$ cat config.mk
export PLATFORM = sky130hd
export DESIGN_NAME = neuron_compute_unit
export DESIGN_NICKNAME = d
export VERILOG_FILES = /design/src/rtl/snn_pkg.sv /design/src/rtl/snn_sat_add.sv /design/src/rtl/neuron_compute_unit.sv
export SDC_FILE = /design/constraint.sdc
export NUM_CORES = 2
export LEC_CHECK = 0
export ABC_CLOCK_PERIOD_IN_PS = 6250
export BUFFER_PORTS_ARGS = -buffer_cell sky130_fd_sc_hd__buf_2
export CAP_MARGIN = 30
export CORE_AREA = 10 10 319 321
export DETAILED_ROUTE_END_ITERATION = 8
export DIE_AREA = 0 0 329 331
export GPL_TIMING_DRIVEN = 0
export PLACE_DENSITY_LB_ADDON = 0.08
export REMOVE_ABC_BUFFERS = 1
export SYNTH_ARGS = -nofsm -noshare
export SYNTH_HDL_FRONTEND = slang
export SYNTH_SLANG_ARGS = --single-unit
$ cat constraint.sdc
create_clock -name wb_clk_i -period 6.25 [get_ports wb_clk_i]
set_clock_uncertainty 0.1 [all_clocks]
set_input_delay 0.625 -clock wb_clk_i [delete_from_list [all_inputs] [get_ports wb_clk_i]]
set_output_delay 0.625 -clock wb_clk_i [all_outputs]
set_load 0.01 [all_outputs]
$ cat src/rtl/snn_pkg.sv
// Shared types and helpers for the spiking-neuron compute path: FSM encoding,
// reset-mode codes, default widths and a width-generic signed clamp.
package snn_pkg;

    localparam int NUM_AXONS_DEF       = 256;
    localparam int LEAK_WIDTH_DEF      = 9;
    localparam int WEIGHT_WIDTH_DEF    = 2;
    localparam int THRESHOLD_WIDTH_DEF = 9;
    localparam int POTENTIAL_WIDTH_DEF = 9;
    localparam int NUM_RESET_MODES_DEF = 2;

    localparam int RESET_MODE_ABSOLUTE = 0;
    localparam int RESET_MODE_LINEAR   = 1;

    // Widest operand the clamp helper accepts.
    localparam int SAT_MAX_W = 32;

    typedef enum logic [1:0] {
        ST_IDLE      = 2'd0,
        ST_INTEG     = 2'd1,
        ST_LEAK_FIRE = 2'd2,
        ST_DONE      = 2'd3
    } state_t;

    // Clamp a sign-extended value into the signed range of a w-bit word.
    function automatic logic signed [SAT_MAX_W:0] sat_clamp(
        input logic signed [SAT_MAX_W:0] x,
        input int                        w
    );
        logic signed [SAT_MAX_W:0] hi;
        logic signed [SAT_MAX_W:0] lo;
        hi = ((SAT_MAX_W+1)'(1) <<< (w - 1)) - (SAT_MAX_W+1)'(1);
        lo = ~hi;
        if (x > hi)
            return hi;
        else if (x < lo)
            return lo;
        else
            return x;
    endfunction

endpackage

$ cat src/rtl/snn_sat_add.sv
// Signed N-bit adder whose result clamps to the N-bit range instead of wrapping.
module snn_sat_add
    import snn_pkg::*;
#(
    parameter int N = 9
) (
    input  logic signed [N-1:0] a,
    input  logic signed [N-1:0] b,
    output logic signed [N-1:0] y
);

    logic signed [N:0] sum;

    assign sum = (N+1)'(a) + (N+1)'(b);
    assign y   = N'(sat_clamp((SAT_MAX_W+1)'(sum), N));

endmodule

$ cat src/rtl/neuron_compute_unit.sv
// Integrates one axon spike frame into one neuron: serial saturating accumulation,
// then leak, threshold test and reset, with results held until the next frame.
module neuron_compute_unit
    import snn_pkg::*;
#(
    parameter int NUM_AXONS       = NUM_AXONS_DEF,
    parameter int LEAK_WIDTH      = LEAK_WIDTH_DEF,
    parameter int WEIGHT_WIDTH    = WEIGHT_WIDTH_DEF,
    parameter int THRESHOLD_WIDTH = THRESHOLD_WIDTH_DEF,
    parameter int POTENTIAL_WIDTH = POTENTIAL_WIDTH_DEF,
    parameter int NUM_RESET_MODES = NUM_RESET_MODES_DEF,
    localparam int RM_W = (NUM_RESET_MODES > 1) ? $clog2(NUM_RESET_MODES) : 1
) (
    input  logic                              wb_clk_i,
    input  logic                              wb_rst_ni,
    input  logic                              start_i,
    input  logic [NUM_AXONS-1:0]              axon_spikes_i,
    input  logic [NUM_AXONS-1:0]              axon_type_i,
    input  logic [NUM_AXONS-1:0]              connections_i,
    input  logic signed [LEAK_WIDTH-1:0]      leak_i,
    input  logic signed [WEIGHT_WIDTH-1:0]    weights_0_i,
    input  logic signed [WEIGHT_WIDTH-1:0]    weights_1_i,
    input  logic signed [THRESHOLD_WIDTH-1:0] positive_threshold_i,
    input  logic signed [THRESHOLD_WIDTH-1:0] negative_threshold_i,
    input  logic signed [POTENTIAL_WIDTH-1:0] reset_potential_i,
    input  logic signed [POTENTIAL_WIDTH-1:0] current_potential_i,
    input  logic [RM_W-1:0]                   reset_mode_i,
    output logic                              busy_o,
    output logic                              done_o,
    output logic                              spike_o,
    output logic signed [POTENTIAL_WIDTH-1:0] potential_o
);

    localparam int P     = POTENTIAL_WIDTH;
    localparam int IDX_W = (NUM_AXONS > 1) ? $clog2(NUM_AXONS) : 1;

    state_t                        state_reg, state_next;
    logic [IDX_W-1:0]              idx_reg, idx_next;
    logic signed [P-1:0]           acc_reg, acc_next;
    logic                          spike_reg, spike_next;
    logic signed [P-1:0]           potential_reg, potential_next;

    logic [NUM_AXONS-1:0]          spikes_reg;
    logic [NUM_AXONS-1:0]          type_reg;
    logic [NUM_AXONS-1:0]          conn_reg;
    logic signed [LEAK_WIDTH-1:0]  leak_reg;
    logic signed [WEIGHT_WIDTH-1:0] w0_reg;
    logic signed [WEIGHT_WIDTH-1:0] w1_reg;
    logic signed [THRESHOLD_WIDTH-1:0] pos_th_reg;
    logic signed [THRESHOLD_WIDTH-1:0] neg_th_reg;
    logic signed [P-1:0]           rst_pot_reg;
    logic [RM_W-1:0]               mode_reg;

    logic                          start_accept;
    logic [NUM_AXONS-1:0]          active_vec;
    logic signed [P-1:0]           weight_ext;
    logic signed [P-1:0]           leak_ext;
    logic signed [P-1:0]           integ_sum;
    logic signed [P-1:0]           leaked;
    logic signed [P:0]             p_ext;
    logic signed [P:0]             pos_ext;
    logic signed [P:0]             neg_ext;
    logic signed [P:0]             over_diff;
    logic                          mode_linear;
    logic                          fire_spike;
    logic signed [P-1:0]           fire_pot;

    assign start_accept = (state_reg == ST_IDLE) && start_i;

    generate
        for (genvar gi = 0; gi < NUM_AXONS; gi++) begin : g_active
            assign active_vec[gi] = spikes_reg[gi] & conn_reg[gi];
        end
    endgenerate

    assign weight_ext = type_reg[idx_reg] ? P'(w1_reg) : P'(w0_reg);
    assign leak_ext   = P'(leak_reg);

    snn_sat_add #(.N(P)) u_integ_add (
        .a (acc_reg),
        .b (weight_ext),
        .y (integ_sum)
    );

    snn_sat_add #(.N(P)) u_leak_add (
        .a (acc_reg),
        .b (leak_ext),
        .y (leaked)
    );

    // Out-of-range mode codes fall back to absolute reset.
    assign mode_linear = (NUM_RESET_MODES > RESET_MODE_LINEAR) &&
                         (mode_reg == RM_W'(RESET_MODE_LINEAR));

    assign p_ext     = (P+1)'(leaked);
    assign pos_ext   = (P+1)'(pos_th_reg);
    assign neg_ext   = (P+1)'(neg_th_reg);
    assign over_diff = p_ext - pos_ext;

    always_comb begin
        fire_spike = 1'b0;
        fire_pot   = leaked;
        if (p_ext >= pos_ext) begin
            fire_spike = 1'b1;
            fire_pot   = mode_linear ? P'(sat_clamp((SAT_MAX_W+1)'(over_diff), P)) : rst_pot_reg;
        end else if (p_ext < neg_ext) begin
            fire_pot   = mode_linear ? P'(neg_th_reg) : rst_pot_reg;
        end
    end

    always_comb begin
        state_next     = state_reg;
        idx_next       = idx_reg;
        acc_next       = acc_reg;
        spike_next     = spike_reg;
        potential_next = potential_reg;
        case (state_reg)
            ST_IDLE: begin
                if (start_i) begin
                    state_next     = ST_INTEG;
                    idx_next       = '0;
                    acc_next       = current_potential_i;
                    spike_next     = 1'b0;
                    potential_next = '0;
                end
            end
            ST_INTEG: begin
                if (active_vec[idx_reg])
                    acc_next = integ_sum;
                if (idx_reg == IDX_W'(NUM_AXONS - 1)) begin
                    state_next = ST_LEAK_FIRE;
                    idx_next   = '0;
                end else begin
                    idx_next = idx_reg + 1'b1;
                end
            end
            ST_LEAK_FIRE: begin
                state_next     = ST_DONE;
                spike_next     = fire_spike;
                potential_next = fire_pot;
            end
            ST_DONE: begin
                state_next = ST_IDLE;
            end
            default: begin
                state_next = ST_IDLE;
            end
        endcase
    end

    always_ff @(posedge wb_clk_i or negedge wb_rst_ni) begin
        if (!wb_rst_ni) begin
            state_reg     <= ST_IDLE;
            idx_reg       <= '0;
            acc_reg       <= '0;
            spike_reg     <= 1'b0;
            potential_reg <= '0;
        end else begin
            state_reg     <= state_next;
            idx_reg       <= idx_next;
            acc_reg       <= acc_next;
            spike_reg     <= spike_next;
            potential_reg <= potential_next;
        end
    end

    // Frame snapshot: the store may change its outputs while a frame is in flight.
    always_ff @(posedge wb_clk_i or negedge wb_rst_ni) begin
        if (!wb_rst_ni) begin
            spikes_reg  <= '0;
            type_reg    <= '0;
            conn_reg    <= '0;
            leak_reg    <= '0;
            w0_reg      <= '0;
            w1_reg      <= '0;
            pos_th_reg  <= '0;
            neg_th_reg  <= '0;
            rst_pot_reg <= '0;
            mode_reg    <= '0;
        end else if (start_accept) begin
            spikes_reg  <= axon_spikes_i;
            type_reg    <= axon_type_i;
            conn_reg    <= connections_i;
            leak_reg    <= leak_i;
            w0_reg      <= weights_0_i;
            w1_reg      <= weights_1_i;
            pos_th_reg  <= positive_threshold_i;
            neg_th_reg  <= negative_threshold_i;
            rst_pot_reg <= reset_potential_i;
            mode_reg    <= reset_mode_i;
        end
    end

    assign busy_o      = (state_reg != ST_IDLE);
    assign done_o      = (state_reg == ST_DONE);
    assign spike_o     = spike_reg;
    assign potential_o = potential_reg;

endmodule

# Word level (Yosys, flattened, before mapping)
# Index checks and enable logic that the tools add are counted.
totals:
  mem_bits_rw: 0
  mem_bits_ro: 0
  n_memories: 0
  word_cells: 329
  ff_bits: 838
  inputBits: 821
  latch_bits: 0
op_classes:
  n_div: 0
  addsub: 4
  n_mux: 29
  reduce_logical: 9
  shifts: 0
  bitwise_logic: 256
  mul: 0
  magnitude_cmp: 9
  n_eq_ne: 7
op_table:
  columns: ["cell", "count"]
  rows:
  - ["$and 1x1->1", 256]
  - ["$mux 9", 14]
  - ["$pmux 9 s2", 2]
  - ["$gt 10x9->1 const B", 3]
  - ["$lt 10x9->1 const B", 3]
  - ["$add 9x9->10", 2]
  - ["$bmux 1 s8", 2]
  - ["$mux 8", 2]
  - ["$pmux 8 s2", 1]
  - ["$sub 9x9->10", 1]
  - ["$ge 9x9->1", 1]
  - ["$lt 8x9->1 const B", 1]
  - ["$lt 9x9->1", 1]
  - ["$add 8x1->8 const B", 1]
  - ["$eq 8x8->1 const B", 1]
  - ["$pmux 2 s4", 1]
  - ["$ne 2x2->1 const B", 3]
  - ["$reduce_and 2->1", 3]
  - ["$reduce_bool 2->1", 3]
  - ["$eq 2x2->1 const B", 2]
  - ["$mux 1", 4]
  - ["$mux 2", 2]
  - ["$reduce_and 3->1", 1]
  - ["$eq 2x1->1 const B", 1]
  - ["other kinds (3)", 3]

# Longest topological paths before layout
logic_depth:
  ltp_word: 11
  depth_mapped: 24
  ltp_nobuf: 21

# Modules after synthesis
# Synthesis repeated with hierarchy kept, for this count alone.
unflattened:
  hier_cells: 2763
  hier_area_um2: 38130.3
by_module_without_submodules:
  columns: ["mod", "area_per_inst_um2", "seq_area_each_um2", "instances", "cells_each"]
  rows:
  - ["neuron_compute_unit", 37169.4, 20970.1, 1, 2651]
  - ["snn_sat_add", 480.5, 0.0, 2, 56]

# Worst setup path before layout
# Ideal clock, no wire load.
synth_timing:
  path_type: "reg2reg"
  start: "register idx_reg[1]"
  end: "register acc_reg[2]"
  period_less_slack_ps: 5106
  path_stages_with_launch: 19
  setup_slack_ps: 1144
  n_path_buf: 2
  t_arrival_ps: 4878
  required_time_ps: 6022
  setup_ps: 128
  cell_sequence: "dfrtp_1 -> buf_2 -> buf_1 -> mux4_2 -> mux4_2 -> mux4_2 -> mux2i_1 -> o21ai_1 -> mux2_1 -> ha_1 -> nor2b_1 -> o21ai_0 -> a21oi_1 -> a211o_1 -> nand2_1 -> xnor2_1 -> o21ai_0 -> o22ai_1 -> mux2_1"
synth_via:
  elab_chain_len: 9
  elab_cells_between_ends: 14
synth_rtl:
  columns: ["element", "line_no", "source"]
  rows:
  - ["from (decl)", "neuron_compute_unit.sv:38", "logic [IDX_W-1:0] idx_reg, idx_next;"]
  - ["from (signal assigned)", "neuron_compute_unit.sv:160", "idx_reg <= idx_next;"]
  - ["$bmux 1 s8", "neuron_compute_unit.sv:76", "assign weight_ext = type_reg[idx_reg] ? P'(w1_reg) : P'(w0_reg);"]
  - ["$mux 1 (not written as such)", "neuron_compute_unit.sv:76", null]
  - ["$mux 9", "neuron_compute_unit.sv:76", null]
  - ["$add 9x9->10", "snn_sat_add.sv:14", "assign sum = (N+1)'(a) + (N+1)'(b);"]
  - ["$lt 10x9->1", "snn_pkg.sv:36", "else if (x < lo)"]
  - ["$mux 9", "snn_pkg.sv:36", null]
  - ["$mux 9", "snn_pkg.sv:34", "if (x > hi)"]
  - ["$mux 9", "neuron_compute_unit.sv:128", "if (active_vec[idx_reg])"]
  - ["$pmux 9 s2", "neuron_compute_unit.sv:117", "case (state_reg)"]
  - ["to (signal assigned)", "neuron_compute_unit.sv:161", "acc_reg <= acc_next;"]
  - ["to (decl)", "neuron_compute_unit.sv:39", "logic signed [P-1:0] acc_reg, acc_next;"]
# Several ways; a longest one is shown, not always the timed one. The select of a mux whose other input is x is not followed.
# A chain may end at the register's enable or synchronous reset.

# Worst setup path after layout
layout_timing:
  start: "register idx_reg[0]"
  end: "register acc_reg[4]"
# The elaborated chain is that of the path after synthesis.

==> reports/results.tsv <==
metric	value	unit
status	finished clean	
clk_latency	0.68	ns
critical-path-top-delay-family	multiplexers	
wl	131	mm
dr_wl_met3	11.6	mm
drc	0	
syn_avg_cell_area	13.6	µm²
critical_path_arrival	6.29	ns
core	95700	µm²
path_cells	buf_16 > buf_16 > mux4_2 > mux4_2 > mux4_2 > mux2i_1 > o21ai_2 > mux2_1 > ha_1 > inv_1 > fa_1 > nor2b_1 > o21ai_0 > a21oi_1 > a211o_1 > nand2_1 > xnor2_1 > o21ai_2 > o22ai_1 > mux2_1	
reg2reg_from	idx_reg[0]	
final_max_slew_viol_count	0	
mostFrequentLayoutCells	dfrtp_1 (833), buf_2 (832), mux2_2 (800)	
groute.usage.overall	0.235	
rsz0062_at_grt	false	
fp.dieH	331	µm
min_path_cells	2	
grt_start_max_net_pins	124	
grt_pass1_wl	190	mm
fp.dieW	329	µm
async_reset_ff_frac	1.00	
place_area	43900	µm²
tightest_slew	0.995	ns
crit_path_end_kind	flop	
synth_edf_count	0	
wl_per_cell	26.2	µm
period_needed	5.83	ns
ys.flop_type	dfrtp_1	
whs	0.0623	ns
clock.fmax	172	MHz
dr.max_layer_used	met5	
yosysUniqueCellTypes	67	
syn_to_final_growth	25.1	%
routed-wl-met2	65.1	mm
required	6.72	ns
layout-drive-gt1-share	0.525	
netlist_instances	2784	
finalNonFillerCells	5008	
ctsHtreeMaxLevel	3	
portBuffers	832	
r2r_setup_slack	0.42	ns
ir_drop	0.227	mV
setup_viol	0	
maxCapViolations	0	
viasPerCell	5.34	
slew_headroom	0.337	
ys_ff_latch	838	
drt-met1-wl	50.3	mm
seq_area_frac_synth	0.552	
antenna_found_initial	141	
drt-initial-drc-count	1645	
ant_nets	0	
cts_buffer_depth	3	
rr_endpoint	acc_reg[4]	
final_hold_viol_count	0	
placed_cells	4758	
cts_tree	done	
hp-class	in -> reg	
rr_worst_depth	20	
grt_pass1_vias	28996	
final_nets	4455	
critPathKind	reg -> reg	
ioPinCount	833	
gr-total-overflow	0	
final_common_cell	dfrtp_1	
start_util	0.397	
p_leak	23.6	nW
dp_hpwl	100	mm
powerDensity	244	nW/µm²
whs_endpoint	type_reg[4]	
netlist_area	38000	µm²
cpMostUsedCell	mux4_2	
drtPass1Iterations	5	
rows	114	
critPathLaunchType	flop	
cp_slowest_stage_delay	0.58	ns
fin_crit_sh	0.932	
vias	26763	
die_area	109000	µm²
cp_max_fo	28	
clkSlewWorstSetupHoldPaths	0.06	ns
cts-buffers-inserted	95	
path_buf_inv	3	
fin_area	47500	µm²
gp_congestion	0.826	
ys_warn_count	0	
hold_start	axon_type_i[4]	
cts-root-buf	clkbuf_16	
crit_slowest_cell	mux4_2	
cts.sinks	838	
==> cells in the mapped netlist, drive strengths merged (6+ instances only) <==
cell / instances / share of area
a21oi: 40 / 0.0053
a21o: 13 / 0.0026
clkbuf: 111 / 0.011
mux2: 809 / 0.24
a311oi: 10 / 0.0023
dfrtp: 838 / 0.55
nand2: 175 / 0.017
mux4: 83 / 0.049
o211ai: 85 / 0.017
o21ai: 82 / 0.011
o22ai: 8 / 0.0013
nand2b: 10 / 0.0016
a22oi: 8 / 0.0016
a31oi: 26 / 0.0043
mux2i: 16 / 0.0042
nor2b: 12 / 0.0020
nand4: 11 / 0.0018
xnor2: 9 / 0.0021
ha: 41 / 0.014
inv: 39 / 0.0039
nand3: 118 / 0.016
buf: 55 / 0.0089
a32oi: 6 / 0.0014
nor2: 66 / 0.0065
o221ai: 7 / 0.0016
nor3: 16 / 0.0021
==> repair_timing <==
item | CTS | global route
hold endpoints to repair | 81 | 0
setup endpoints to repair | 8 | 14
setup buffers | 6 | 0
hold buffers | 2 | 0
resized for setup | 4 | 5
cloned | 0 | 3
pin swaps | 0 | 1
==> layer usage <==
metal / up-vias / global-route usage
met3: 297 / 0.0854
met4: 124 / 0.0772
met5: - / 0
met2: 900 / 0.397
li1: 11958 / -
met1: 13484 / 0.274
==> per-stage QoR <==
step	power (W)	setup WS, ns	TNS [ns]	util
floorplan	0.00553	-17.20	-	-
global placement	0.00590	-27.99	-	0.449
detailed placement	0.00593	-0.833	-5.40	0.458
CTS	0.0117	0.0355	0	0.494
global route	0.0120	0.0307	0	0.495
finish	0.0116	0.424	0	0.496
==> kinds of logic (layout without fill, tap and decap cells) <==
logic type,Yosys count,in the layout,synth area share
buf+inv,206,1090,0.0238
fa+ha+maj,46,46,0.0156
xor+xnor,14,14,0.00323
flops,838,838,0.552
compound gates,334,334,0.0590
mux,908,908,0.293
simple gates,438,438,0.0526
other cells,0,64,0
==> final cells by class <==
| class | count | area [µm²] |
|---|---|---|
| Fill cell | 8621 | 48200 |
| Tap cell | 1276 | 1600 |
| Clock buffer | 147 | 2850 |
| Sequential cell | 838 | 21000 |
| Multi-Input combinational cell | 1740 | 16100 |
| Clock inverter | 28 | 392 |
| Antenna cell | 64 | 160 |
| Inverter | 40 | 150 |
| Timing Repair Buffer | 875 | 5200 |
==> where the power goes <==
part	leakage, nW	switching, W	internal, W	total, W
logic	10.4	0.000198	0.000197	0.000395
clock network	1.59	0.00230	0.00344	0.00574
registers	11.6	0	0.00543	0.00543
==> how the worst max path moves through the flow <==
stage	start	end	slack, ns	cells past startpoint
finish	idx_reg[0]	acc_reg[4]	0.42	20
global route	idx_reg[0]	acc_reg[4]	0.03	22
CTS	idx_reg[0]	acc_reg[2]	0.04	18
detailed placement	idx_reg[0]	acc_reg[4]	-0.83	19
global placement	start_i	potential_o[5]	-27.99	5
floorplan	state_reg[0]	acc_reg[0]	-17.20	6
Power figures use the tool's default switching activity.
